`src/rtl/writeback_buffer.sv`:
```
// Write-back buffer: merges ALU and load results into an in-order queue that
// drains one entry per cycle into the register file's single write port, with bypass lookups.
module writeback_buffer #(
  parameter int DEPTH = 4,
  parameter int W     = 32
) (
  input  logic                     clock,
  input  logic                     reset,
  input  logic                     alu_valid,
  input  logic [4:0]               alu_rd,
  input  logic [W-1:0]             alu_inf,
  output logic                     alu_ready,
  input  logic                     mem_valid,
  input  logic [4:0]               mem_rd,
  input  logic [W-1:0]             mem_inf,
  output logic                     mem_ready,
  output logic                     wb_we,
  output logic [4:0]               wb_rd,
  output logic [W-1:0]             wb_inf,
  input  logic [4:0]               rs1,
  input  logic [4:0]               rs2,
  output logic                     hit1,
  output logic                     hit2,
  output logic [W-1:0]             fwd1,
  output logic [W-1:0]             fwd2,
  output logic [$clog2(DEPTH):0]   count
);

  localparam int AW = $clog2(DEPTH);

  typedef struct packed {
    logic [4:0]   rd;
    logic [W-1:0] inf;
  } entry_t;

  entry_t          queue [DEPTH];
  logic [AW-1:0]   head;
  logic [AW-1:0]   tail;
  logic            full;
  logic            alu_push;
  logic            mem_push;
  logic            push;
  logic            pop;
  logic            enq;
  entry_t          push_entry;

  assign full = (count == (AW+1)'(DEPTH));

  // x0 requests are always accepted (and dropped), so they never depend on queue space.
  assign alu_ready = !reset && ((alu_rd == 5'd0) || !full);
  assign mem_ready = !reset && ((mem_rd == 5'd0) ||
                                (!full && !(alu_valid && (alu_rd != 5'd0))));

  assign alu_push   = alu_valid && alu_ready && (alu_rd != 5'd0);
  assign mem_push   = mem_valid && mem_ready && (mem_rd != 5'd0);
  assign push       = alu_push || mem_push;
  assign push_entry = alu_push ? entry_t'{alu_rd, alu_inf} : entry_t'{mem_rd, mem_inf};
  assign pop        = (count != '0);
  // An empty queue forwards the push straight into the wb stage instead of enqueuing it.
  assign enq        = push && pop;

  always_ff @(posedge clock) begin
    if (reset) begin
      head   <= '0;
      tail   <= '0;
      count  <= '0;
      wb_we  <= 1'b0;
      wb_rd  <= '0;
      wb_inf <= '0;
    end else begin
      if (pop) begin
        wb_we  <= 1'b1;
        wb_rd  <= queue[head].rd;
        wb_inf <= queue[head].inf;
        head   <= head + 1'b1;
      end else if (push) begin
        wb_we  <= 1'b1;
        wb_rd  <= push_entry.rd;
        wb_inf <= push_entry.inf;
      end else begin
        wb_we  <= 1'b0;
      end
      if (enq) tail <= tail + 1'b1;
      if (enq && !pop)      count <= count + 1'b1;
      else if (!enq && pop) count <= count - 1'b1;
    end
  end

  // NOTE: queue storage has no reset; count/head/tail define which slots are valid.
  always_ff @(posedge clock) begin
    if (!reset && enq) queue[tail] <= push_entry;
  end

  // Oldest-to-youngest scan so the youngest match overrides; wb stage is the oldest of all.
  always_comb begin
    logic [AW-1:0] idx;
    hit1 = 1'b0;
    fwd1 = '0;
    hit2 = 1'b0;
    fwd2 = '0;
    if (wb_we && (rs1 != 5'd0) && (wb_rd == rs1)) begin
      hit1 = 1'b1;
      fwd1 = wb_inf;
    end
    if (wb_we && (rs2 != 5'd0) && (wb_rd == rs2)) begin
      hit2 = 1'b1;
      fwd2 = wb_inf;
    end
    for (int i = 0; i < DEPTH; i++) begin
      idx = head + AW'(i);
      if (((AW+1)'(i) < count) && (rs1 != 5'd0) && (queue[idx].rd == rs1)) begin
        hit1 = 1'b1;
        fwd1 = queue[idx].inf;
      end
      if (((AW+1)'(i) < count) && (rs2 != 5'd0) && (queue[idx].rd == rs2)) begin
        hit2 = 1'b1;
        fwd2 = queue[idx].inf;
      end
    end
  end

endmodule

```
`config.mk`:
```
export PLATFORM = sky130hd
export DESIGN_NAME = writeback_buffer
export DESIGN_NICKNAME = d
export VERILOG_FILES = /design/src/rtl/writeback_buffer.sv
export SDC_FILE = /design/constraint.sdc
export NUM_CORES = 1
export LEC_CHECK = 0
export CAP_MARGIN = 20
export CORE_MARGIN = 2
export CORE_UTILIZATION = 59
export CTS_CLUSTER_DIAMETER = 150
export CTS_CLUSTER_SIZE = 10
export DETAILED_ROUTE_END_ITERATION = 7
export DONT_BUFFER_PORTS = 1
export PLACE_DENSITY_LB_ADDON = 0.3
export SKIP_LAST_GASP = 1
export SYNTH_ARGS = -nofsm -noshare
export SYNTH_HDL_FRONTEND = slang
export SYNTH_SLANG_ARGS = --single-unit
```
`constraint.sdc`:
```
create_clock -name clock -period 2.6 [get_ports clock]
set_input_delay 0 -clock clock [delete_from_list [all_inputs] [get_ports clock]]
set_output_delay 0 -clock clock [all_outputs]
set_load 0.02 [all_outputs]
```
Word-level counts from Yosys, hierarchy flattened
Memories as Yosys holds them, arrays and structs flattened. A register that Yosys moved wholly into a read port is not among the register bits.
Index checks and enable logic that the tools add are counted.
Widths: inputs -> output; s select.
{"block": "totals", "inputBits": 88, "memories": 1, "output_inout_bits": 109, "register_bits": 45, "ram_bits": 148, "elab_cells": 110}
{"block": "classes", "n_mux": 33, "n_eq_ne": 11, "n_lt_le_gt_ge": 4, "addsub": 6, "n_reduce_logical": 49}
{"memory": "queue", "depth": 4, "word_bits": 37, "rd": 4, "rd_ports_with_merged_regs": 1, "wr": 1, "line_no": "36", "rtl": "entry_t queue [DEPTH];"}
{"cell": "$mux 32", "count": 12}
{"cell": "$eq 5x5->1", "count": 10}
{"cell": "$mux 37", "count": 1}
{"cell": "$logic_and 1x1->1", "count": 32}
{"cell": "$reduce_bool 5->1", "count": 4}
{"cell": "$mux 1", "count": 14}
{"cell": "$logic_not 5->1", "count": 2}
{"cell": "$mux 5", "count": 2}
{"cell": "$lt 1x3->1 const A", "count": 2}
{"cell": "$lt 2x3->1 const A", "count": 2}
{"cell": "$mux 3", "count": 2}
{"cell": "$logic_not 1->1", "count": 5}
{"cell": "$add 2x1->2 const B", "count": 2}
{"cell": "$add 2x2->2 const B", "count": 2}
{"cell": "$mux 2", "count": 2}
{"cell": "$reduce_bool 2->1", "count": 2}
{"cell": "$add 3x1->3 const B", "count": 1}
{"cell": "$eq 3x3->1 const B", "count": 1}
{"cell": "$logic_or 1x1->1", "count": 3}
{"cell": "$reduce_bool 3->1", "count": 1}
{"cell": "$sub 3x1->3 const B", "count": 1}

Logic depth before layout (Yosys ltp)
{"block": "depth", "depth_word": 14, "mapped_depth": 10, "mapped_depth_nobuf": 8}

Least setup slack after synthesis
Ideal clock, no wire load.
{"block": "synth_timing", "kind": "flip-flop to flip-flop", "from": "register count[0]", "to": "memory queue[0][0] in the netlist's numbering (enable)", "n_path_buf": 1, "path_stages_with_launch": 7, "required_time_ns": 2.202, "setup_ns": 0.398, "period_less_slack_ns": 2.917, "arrival_ns": 2.519, "slack_ns": -0.317, "cell_sequence": "dfxtp_1 -> inv_1 -> ha_1 -> a21oi_1 -> a21boi_1 -> clkbuf_1 -> and3_1"}
{"block": "synth_via", "elab_chain_cells": 12, "word_cells_on_any_way": 17, "classes_between": "1 x eq/ne; 2 x mux; 14 x reduce/logical"}
{"element": "start: declaration", "line_no": "26", "rtl": "output logic [$clog2(DEPTH):0] count"}
{"element": "start signal: assignment", "line_no": "84", "rtl": "if (enq && !pop) count <= count + 1'b1;"}
{"element": "start signal: assignment", "line_no": "85", "rtl": "else if (!enq && pop) count <= count - 1'b1;"}
{"element": "$eq 3x3->1", "line_no": "47", "rtl": "assign full = (count == (AW+1)'(DEPTH));"}
{"element": "$logic_not 1->1", "line_no": "50, 52"}
{"element": "$logic_and 1x1->1", "line_no": "52", "rtl": "(!full && !(alu_valid && (alu_rd != 5'd0))));"}
{"element": "$logic_or 1x1->1", "line_no": "51", "rtl": "assign mem_ready = !reset && ((mem_rd == 5'd0) ||"}
{"element": "$logic_and 1x1->1", "line_no": "51"}
{"element": "$logic_and 1x1->1 (2 in a row)", "line_no": "55", "rtl": "assign mem_push = mem_valid && mem_ready && (mem_rd != 5'd0);"}
{"element": "$logic_or 1x1->1", "line_no": "56", "rtl": "assign push = alu_push || mem_push;"}
{"element": "$logic_and 1x1->1 (*)", "line_no": "60", "rtl": "assign enq = push && pop;"}
{"element": "$logic_and 1x1->1 (*)", "line_no": "91", "rtl": "if (!reset && enq) queue[tail] <= push_entry;"}
{"element": "$mux 1 (*)", "line_no": "91"}
{"element": "$mux 1 (not written as such) (*)", "line_no": "91"}
{"element": "end: declaration", "line_no": "36"}
Every way passes the cells marked *; elsewhere a longest branch is shown, timed or not.

==> metrics.txt <==
Synth Area in Compound Gates=13.3%; Final WS setup=-795 ps; share of the synthesized area in the top cell type=30.7%; Clock Path Buffers=2; Clock Skew=13.5 ps; largest family of logic cells by synthesized area=multiplexers; CTS Root Cell=clkbuf_16; vias=13300; Register Area=5400 um^2; sequential-to-total area share from yosys stat=37.2%; Total Routing Usage GR=35.9%; Residual DRC=0; CTS H-Tree Depth=4; Critical Setup Path Class=reg2out; Initial Util=59.8%; chip height=161 um; Tot Pwr=0.0160 W; Layout area overhead=30.7%; cell taking the most area after synthesis=edfxtp_1; core area=24200 um^2; post-synthesis adder-cell area fraction=0.604%; worst stage delay on the critical path=600 ps; hold crit path type=in2out; Post-synth EDFFs=148; drt first-iter violations=1913; DR vias/cell=7.14; Post-Syn Nets=1428; Arr. time, crit path=3390 ps; I/O Pins=197; Worst setup EP type=output pin; placement row count=57; Avg Synthesized Cell Area=10.9 um^2; Placer Congestion=0.928; Max Cap Viol=0; Pwr Density=843 nW/um^2; antenna fix cells=0; synthesized area=14500 um^2; # port buffers=0; Die W=161 um; Yosys cell types=52; first-pass GRT wire length=72.2 mm; final slew viol count=0; wire length per cell=27.7 um; DRT Pass-1 Iters=6; Fillers=1343; TritonCTS clock tree=yes; Post-Synth XOR/XNOR Area=2.90%; GRT overflow=0; number of antenna violations at the first check in global routing=0; Main synth FF type=edfxtp_1; multiplexer area fraction after synthesis=30.2%; CP Max Fanout=7; Die ar.=25800 um^2; multi-input logic area=9220 um^2; simple-gate share of the synthesized area=11.2%; outcome=complete, but fails checks; Final Cycle Share=131%; largest net degree at the start of global routing=128; setup violators final=66; ys async rst share=0%; Num CTS Buffers=17; fmax=295 MHz; Critical-path top delay cell=mux4_2; failing checks=negative setup slack; final hold vios=0; antenna-violating nets left=0; crit-path cells=buf_6, mux4_2, xnor2_2, nand4_1, buf_4, nor2_4, buf_4, clkbuf_16, a221oi_2, o31ai_1, buf_4; Total Wirelength=51.7 mm; RSZ-0062 raised after global routing=true; Detailed Place HPWL=29.4 mm; layout cells sized above 1=36.8%; clock sinks=195; Clock transition at path regs=70 ps; Max VDD drop=0.780 mV; cells after synthesis=1333; Yosys warning count=0; CP Launch Type=register; Leak Pwr=7.19 nW; Finished Core Util=78.1%; top post-synthesis cells by area=edfxtp_1, mux2i_1, mux2_2; vias in the first global route=13000; NumNets Final=1622; #FFs+latches synth=195; CP most frequent cell=buf_4; CP required=2600 ps; post-layout min period=3390 ps; slew margin rel.=52.5%; Clock Latency Late Sink=450 ps; Worst-Margin Slew=707 ps
[layout by cell type, fill, tap and decap left out, types with 4 or more instances in the layout]
cell type / n
xnor2_1: 27
nand2_1: 70
nor2_1: 86
o31ai_4: 4
o31ai_2: 15
nor3_1: 48
buf_12: 49
a21oi_1: 36
nand4_1: 6
mux2i_1: 175
and2_1: 64
nor4_1: 4
clkbuf_16: 23
mux2_2: 122
nor3_2: 18
a221oi_4: 8
mux2_1: 16
buf_8: 4
o31ai_1: 45
ha_1: 7
dfxtp_1: 43
and3_2: 4
mux4_2: 42
dlygate4sd3_1: 75
nor4b_2: 4
buf_4: 144
inv_1: 5
mux2i_2: 5
buf_6: 22
xor2_1: 8
inv_6: 8
mux2i_4: 5
xnor2_2: 13
a221oi_2: 36
a221oi_1: 20
o21ai_0: 68
edfxtp_1: 148
[sequential cells by signal, indices dropped and copies added (netlist names), named ones only]
register / cells
tail: 2
queue: 148
wb_inf: 32
head: 2
count: 3
wb_rd: 5
wb_we: 1
[cells in the mapped netlist (3+ instances only)]
cell      instances
clkbuf_1         67
nand4_1           6
and2_1           65
nor2_1           86
o31ai_1          64
buf_6             7
mux2_1           16
edfxtp_1        148
mux2i_1         182
or4_1             3
xnor2_1          40
nor4_1            6
buf_1             7
inv_1             6
a31oi_1           3
nand2_1          70
nor3_1           67
buf_2            27
dfxtp_1          47
nand3_1           4
nor2b_1           3
nand2b_1          3
or3_1             3
ha_1              7
o21ai_0          68
mux2_2          122
mux4_2           42
a21oi_1          37
nor4b_1           4
and3_1            4
o211ai_2          3
xor2_1            8
buf_4            18
a221oi_2         30
a221oi_1         34
[timing repair]
item	4_1_cts	5_1_grt
cloned	1	8
gates resized for setup	92	57
pin swaps	84	32
hold endpoints to repair	195	0
setup buffers	21	19
hold buffers	76	0
setup endpoints to repair	66	238
[stage by stage]
| stage | instances | area [um^2] | setup TNS, ps | setup WS, ps | hold slack, ps |
|---|---|---|---|---|---|
| floorplan | 1333 | 14500 | -1290 | -43.0 | 226 |
| global placement | 1712 | 16200 | -3320 | -214 | 76.6 |
| detailed placement | 1712 | 16200 | -4600 | -221 | 78.8 |
| CTS | 1839 | 18300 | -22120 | -400 | 82.4 |
| global route | 1864 | 18900 | -36580 | -798 | 84.2 |
| finish | 1864 | 18900 | -30920 | -795 | 81.5 |
[routing by layer]
metal | part of all wire [%] | up-vias | global-route usage [%]
li1 | - | 5503 | -
met1 | 35 | 6397 | 45.1
met2 | 47 | 1132 | 59.2
met3 | 12 | 273 | 7.44
met4 | 5.4 | 0 | 18.0
met5 | 0 | - | 0
[report_power, final]
group	internal [W]	total [W]	switching, W
Combinational	0.00369	0.00845	0.00475
Sequential	0.00393	0.00492	0.000992
Clock	0.00127	0.00260	0.00133
[layout make-up]
cell class / instances / share of cell area, %
multi-input combinational: 1005 / 48.7
sequential: 195 / 28.5
timing repair buffer: 302 / 17.6
clock buffer: 17 / 2.25
tap: 324 / 2.14
clock inverter: 15 / 0.727
inverter: 6 / 0.126
[logic make-up (layout without fill, tap and decap cells)]
| logic type | after synthesis | after routing |
|---|---|---|
| AOI/OAI and AO/OA | 252 | 252 |
| and+or+nand+nor | 333 | 333 |
| muxes | 365 | 365 |
| buffers and inverters | 133 | 340 |
| adders and majority gates | 7 | 7 |
| xor gates and xnor gates | 48 | 48 |
| DFF | 195 | 195 |
[path summary, 6_finish.rpt]
check                start          to  slack [ps]  depth (start not counted)
setup reg to reg  count[0]  wb_inf[10]         110                          9
hold reg to reg    tail[0]     tail[0]         610                          2
setup / recovery  register    fwd1[27]        -790                         11
hold / removal       reset   alu_ready          80                          1
[worst max-delay path: cells and delay by family, from the launching register on]
family                 cells  cell delay, ps
buffers and inverters      5             870
multiplexers               1             600
AO/OA/AOI/OAI              2             520
flip-flops                 1             380
AND/OR/NAND/NOR            2             340
XOR/XNOR                   1             220
Power figures use the tool's default switching activity.
